===== src/rtl/fwd_hazard_unit.sv =====
// EX-stage forwarding and load-use hazard unit with its own MEM/WB write-descriptor shadow slots.
// Optional FWD_STATS_EN macro adds saturating forward/stall cycle counters.
module fwd_hazard_unit #(
    parameter int DATA_W  = 32,
    parameter int ADDR_W  = 5,
    parameter int NUM_SRC = 2
) (
    input  logic                        clk_i,
    input  logic                        rst_i,
    input  logic                        ex_valid_i,
    input  logic [ADDR_W-1:0]           ex_rd_i,
    input  logic                        ex_regwrite_i,
    input  logic                        ex_memread_i,
    input  logic [NUM_SRC*ADDR_W-1:0]   ex_rs_i,
    input  logic [NUM_SRC*DATA_W-1:0]   ex_rf_data_i,
    input  logic [DATA_W-1:0]           mem_alu_result_i,
    input  logic [DATA_W-1:0]           wb_write_data_i,
    input  logic                        flush_i,
    output logic [NUM_SRC*DATA_W-1:0]   ex_opnd_o,
    output logic [NUM_SRC*2-1:0]        fwd_sel_o,
`ifdef FWD_STATS_EN
    input  logic                        stat_clr_i,
    output logic [15:0]                 stat_fwd_o,
    output logic [15:0]                 stat_stall_o,
`endif
    output logic                        stall_o
);

    logic              mem_v_q, mem_rw_q, mem_ld_q;
    logic [ADDR_W-1:0] mem_rd_q;
    logic              wb_v_q, wb_rw_q;
    logic [ADDR_W-1:0] wb_rd_q;
    logic              mem_v_d;

    logic [NUM_SRC-1:0] mem_hit;
    logic [NUM_SRC-1:0] wb_hit;

    // NOTE: every output of this block gets a default first, so no path can infer a latch.
    always_comb begin
        mem_hit   = '0;
        wb_hit    = '0;
        fwd_sel_o = '0;
        ex_opnd_o = ex_rf_data_i;
        for (int k = 0; k < NUM_SRC; k++) begin
            mem_hit[k] = mem_v_q & mem_rw_q & (mem_rd_q != '0)
                       & (mem_rd_q == ex_rs_i[k*ADDR_W +: ADDR_W]);
            wb_hit[k]  = wb_v_q & wb_rw_q & (wb_rd_q != '0)
                       & (wb_rd_q == ex_rs_i[k*ADDR_W +: ADDR_W]);
            // A load still in MEM has no data yet; fall back to WB (or the register file).
            if (mem_hit[k] && !mem_ld_q) begin
                fwd_sel_o[k*2 +: 2]           = 2'b10;
                ex_opnd_o[k*DATA_W +: DATA_W] = mem_alu_result_i;
            end else if (wb_hit[k]) begin
                fwd_sel_o[k*2 +: 2]           = 2'b01;
                ex_opnd_o[k*DATA_W +: DATA_W] = wb_write_data_i;
            end
        end
    end

    assign stall_o = ex_valid_i & ~flush_i & mem_ld_q & (|mem_hit);
    assign mem_v_d = ex_valid_i & ~stall_o & ~flush_i;

    // NOTE: sequential state uses non-blocking assignments so WB samples the old MEM slot.
    always_ff @(posedge clk_i or posedge rst_i) begin
        if (rst_i) begin
            mem_v_q  <= 1'b0;
            mem_rd_q <= '0;
            mem_rw_q <= 1'b0;
            mem_ld_q <= 1'b0;
            wb_v_q   <= 1'b0;
            wb_rd_q  <= '0;
            wb_rw_q  <= 1'b0;
        end else begin
            wb_v_q   <= mem_v_q;
            wb_rd_q  <= mem_rd_q;
            wb_rw_q  <= mem_rw_q;
            mem_v_q  <= mem_v_d;
            mem_rd_q <= ex_rd_i;
            mem_rw_q <= ex_regwrite_i;
            mem_ld_q <= ex_memread_i;
        end
    end

`ifdef FWD_STATS_EN
    logic [15:0] stat_fwd_q, stat_fwd_d;
    logic [15:0] stat_stall_q, stat_stall_d;

    always_comb begin
        stat_fwd_d   = stat_fwd_q;
        stat_stall_d = stat_stall_q;
        if (stat_clr_i) begin
            stat_fwd_d   = '0;
            stat_stall_d = '0;
        end else begin
            if ((|fwd_sel_o) && !stall_o && (stat_fwd_q != 16'hFFFF))
                stat_fwd_d = stat_fwd_q + 16'd1;
            if (stall_o && (stat_stall_q != 16'hFFFF))
                stat_stall_d = stat_stall_q + 16'd1;
        end
    end

    always_ff @(posedge clk_i or posedge rst_i) begin
        if (rst_i) begin
            stat_fwd_q   <= '0;
            stat_stall_q <= '0;
        end else begin
            stat_fwd_q   <= stat_fwd_d;
            stat_stall_q <= stat_stall_d;
        end
    end

    assign stat_fwd_o   = stat_fwd_q;
    assign stat_stall_o = stat_stall_q;
`endif

endmodule


===== config.mk =====
export PLATFORM = sky130hd
export DESIGN_NAME = fwd_hazard_unit
export DESIGN_NICKNAME = d
export VERILOG_FILES = /design/src/rtl/fwd_hazard_unit.sv
export SDC_FILE = /design/constraint.sdc
export NUM_CORES = 1
export LEC_CHECK = 0
export ABC_AREA = 1
export BUFFER_PORTS_ARGS = -buffer_cell sky130_fd_sc_hd__clkbuf_2
export CORE_ASPECT_RATIO = 0.7
export CORE_MARGIN = 2
export CORE_UTILIZATION = 30
export DETAILED_ROUTE_END_ITERATION = 8
export GPL_TIMING_DRIVEN = 0
export MAX_ROUTING_LAYER = met4
export PLACE_DENSITY = 0.67
export REMOVE_ABC_BUFFERS = 1
export SETUP_SLACK_MARGIN = 0.2
export SYNTH_ARGS = -nofsm -noshare
export SYNTH_HDL_FRONTEND = slang
export SYNTH_SLANG_ARGS = --single-unit

===== constraint.sdc =====
create_clock -name clk_i -period 1.5 [get_ports clk_i]
set_clock_uncertainty 0.1 [all_clocks]
set_input_delay 0.075 -clock clk_i [delete_from_list [all_inputs] [get_ports clk_i]]
set_output_delay 0.075 -clock clk_i [all_outputs]
set_load 0.1 [all_outputs]

Word level (Yosys, flattened, before mapping) --
Index checks and enable logic that the tools add are counted.
Storage, ports and cells: flip-flop bits (word level) 15, input bits 149, logic and storage cells 40
Operators by class: equal/unequal tests 4, multiplexer cells 8, bitwise operators 15, reduce and logical (&&, ||, !) cells 6
Operators by type and width (number):
- $mux W32 | 4
- $eq A5 B5 Y1 | 4
- $and A1 B1 Y1 | 13
- $reduce_bool A5 Y1 | 2
- $mux W2 | 2
- $logic_and A1 B1 Y1 | 2
- $mux W1 | 2
- $not A1 Y1 | 2
- $reduce_or A2 Y1 | 1
- $logic_not A1 Y1 | 1

Depth between registers and ports, before layout --
depth after elaboration 8, depth in mapped cells 11, mapped depth without buffers 10

Worst setup path before layout --
Ideal clock, no wire load.
path kind register to output, from register mem_rd_q[0], to output stall_o, data arrival time 2.218 ns, path slack -0.893 ns, stages on the path, launching flop included 8, path buffers 0, cell sequence dfrtp_1 -> xnor2_1 -> nand2_1 -> nor2_2 -> nand3_1 -> nand2_1 -> nand2_1 -> nor2_1
Between the ends: longest elaborated chain between the ends 5
Ends and longest elaborated chain:
- from (decl) | line 30 | logic [ADDR_W-1:0] mem_rd_q;
- from (signal assigned) | line 78 | mem_rd_q <= ex_rd_i;
- $reduce_bool A5 Y1 | line 45 | mem_hit[k] = mem_v_q & mem_rw_q & (mem_rd_q != '0)
- $and A1 B1 Y1 | line 45
- $and A1 B1 Y1 | line 46 | & (mem_rd_q == ex_rs_i[k*ADDR_W +: ADDR_W]);
- $reduce_or A2 Y1 (*) | line 60 | assign stall_o = ex_valid_i & ~flush_i & mem_ld_q & (|mem_hit);
- $and A1 B1 Y1 (*) | line 60
- to (decl) | line 26 | output logic stall_o
Every way passes the cells marked *; elsewhere a longest branch is shown, timed or not.

Final worst setup path --
from register mem_rd_q[0], to output ex_opnd_o[57]
Between the ends: longest elaborated chain between the ends 5
Ends and longest elaborated chain:
- $reduce_bool A5 Y1 | line 45
- $and A1 B1 Y1 | line 45
- $and A1 B1 Y1 (*) | line 46
- $logic_and A1 B1 Y1 (*) | line 50 | if (mem_hit[k] && !mem_ld_q) begin
- $mux W32 (*) | line 50
- to (decl) | line 19 | output logic [NUM_SRC*DATA_W-1:0] ex_opnd_o,
Marks and branches as above.

==> results by group <==
Placement
  – Placed inst area: 3900 um2
  – Post-DP HPWL: 8200 um
  – IO Port Bufs: 217
  – Setup WS pre-CTS: -1.67 ns
  – GP Congestion: 0.816
  – Placed Cells: 873

Synthesis
  – Post-Syn Area: 2870 um2
  – Sequential share of the synthesized area: 13.1%
  – Ys async rst share: 100%
  – Most used DFF post-synth: dfrtp_1
  – Count leader, synth: nand2_1
  – Post-synth EDFFs: 0
  – Yosys warnings: 0
  – Ranking of synthesized cells by area: nand2_1, nand3_1, inv_1
  – Synth cell count leaders: nand2_1, nand3_1, inv_1
  – Syn Inst Count: 561
  – Yosys top cell by area: nand2_1
  – Synth top area share: 29.7%
  – Seq cells post-synth: 15
  – Synth cell types: 23
  – Syn Area/Cell: 5.11 um2

Global routing
  – Met1 usage: 40.8%
  – Global route overflow: 0
  – Tot GR Track Use: 34.7%
  – Vias in the first global route: 4898
  – Initial antenna violation count: 0
  – Met2 Resource Use GR: 57.7%
  – Global-route wire length before repair: 26400 um
  – Most used routing layer: met2
  – Met3 Use GR: 7.25%
  – Largest net degree at the start of global routing: 21

Clocking
  – CTS sink cnt: 15
  – CTS tree: done
  – CTS Root Cell: clkbuf_16
  – Cts bufs inserted: 3
  – Clock slew at reported path FFs: 0.05 ns
  – Max H-tree Level: 1
  – Max Root-Sink Buffers: 2
  – Clock Latency Late Sink: 0.25 ns

Detailed routing
  – First-iteration detailed-routing DRC count: 466
  – DRT antenna net count: 0
  – Residual DRC: 0
  – WL per Instance: 20.5 um
  – Vias/cell: 5.27
  – WL final: 19300 um
  – Vias: 4968
  – Pre-antenna DRT Iters: 5

Cells and area
  – Final std cells w/o fill: 943
  – Fin area: 7020 um2
  – Final core utilization: 76.5%
  – Net count, final: 969
  – Synth-to-Final Area Change: 145%
  – Layout cells sized above 1: 55.6%
  – Ant diodes: 0

Critical path
  – Classification of the worst setup path: reg -> out
  – CP endpoint kind: primary output
  – Crit path max fanout: 6
  – Worst setup path startpoint: mem_rd_q[0]
  – Critical Path RT: 1.32 ns
  – Critical Path AT: 2.11 ns
  – Worst R2R Start: mem_rd_q[0]
  – Startpoint Class: flip-flop

Run
  – Max-cap violations: 0

Outcome
  – Failing checks: negative setup slack
  – Outcome: complete, but fails checks

Floorplan
  – Core footprint: 9180 um2
  – I/O pins: 218
  – DIE HEIGHT: 85.8 um
  – Std cell rows: 29
  – Die Area: 10400 um2
  – DIE WIDTH: 121 um
  – Starting Density: 31.2%

STA
  – Final number of hold-violating endpoints: 0
  – Min setup slack post-route: -0.782 ns
  – Hold WS: 0.275 ns
  – Slew @ Worst Pin: 0.593 ns
  – Slew HR: 60.4%
  – Setup TNS: -49.50 ns
  – Fin crit share: 152%
  – Final setup fails: 70
  – Unrepaired setup endpoints after global routing: yes
  – Final Slew Violations: 0
  – Min Clock Period, post-route: 2.28 ns
  – Max Clk Rate: 438 MHz

Power and ir drop
  – Lkg Pwr: 4.02 nW
  – Total Power: 3.19 mW
  – Power density cells: 454 nW/um2
  – Peak VDD IR: 0.429 mV

Hold path
  – HP Start: mem_rw_q
  – Worst hold path type: reg -> reg
[metal layers]
layer  vias to the layer above  wire length (um)
li1                       2225                 -
met2                       396              8950
met3                        66              2280
met4                         0               765
met5                         -                 0
met1                      2281              7310
[path summary, 6_finish.rpt]
kind | cells after the start | slack (ns) | to
min | 0 | 0.27 | wb_rw_q
max in group asynchronous | 3 | 0.56 | wb_rd_q[2]
min in group asynchronous | 3 | 0.32 | mem_ld_q
min reg2reg | 0 | 0.27 | wb_rw_q
max reg2reg | 8 | -0.01 | mem_v_q
max | 11 | -0.78 | ex_opnd_o[57]
[state kept, by name (all words and copies together) (netlist names)]
| name | flops |
|---|---|
| wb_v_q | 1 |
| mem_rd_q | 5 |
| wb_rd_q | 5 |
| mem_ld_q | 1 |
| mem_v_q | 1 |
| wb_rw_q | 1 |
| mem_rw_q | 1 |
[critical path, cell delays in order (launching register included)]
cell and delay, ns:
dfrtp_1 0.41, buf_6 0.15, nor2_2 0.15, nand3_2 0.11
nand2_2 0.09, inv_4 0.08, nand3_4 0.14, buf_12 0.23
buf_6 0.13, nand3_2 0.06, nand2_2 0.09, clkbuf_16 0.20
[what timing repair did]
item                       in CTS  in global routing
gates resized for setup       313                147
pin swaps                      30                 50
setup buffers                  37                  4
cloned                         13                  3
hold buffers                    9                  0
setup endpoints to repair      70                 70
hold endpoints to repair       23                  0
[area by class of cell]
class | count | area (um2)
clock buffers | 3 | 75.1
clock inverters | 1 | 5.00
fillers | 591 | 2160
inverters | 122 | 503
multi-input cells | 401 | 2630
flip-flops and latches | 15 | 379
well taps | 124 | 155
repair buffers | 270 | 3130
repair inverters | 7 | 145
[cells by family (layout without fill, tap and decap cells)]
kind of cell / count (synthesis) / after routing / share of synthesized area, %
AOI/OAI and AO/OA: 1 / 1 / 0.174
xor gates and xnor gates: 9 / 9 / 2.75
and+or+nand+nor: 384 / 391 / 59.5
DFF: 15 / 15 / 13.1
buffers and inverters: 152 / 403 / 24.5
[where the power goes]
part	switching [mW]	internal [mW]
clock network	0.177	0.357
registers	0.0241	0.427
logic	1.36	0.843
[layout by cell type, fill, tap and decap left out, drive strengths merged]
cell and n:
xnor2 3, nor3 1, nand4 3, inv 123
clkbuf 220, dfrtp 15, clkinv 7, nor2 16
xor2 6, nand3 138, dlygate4sd3 9, buf 44
a21oi 1, nand2 233
Note: power is estimated with default switching activity, not from simulation.
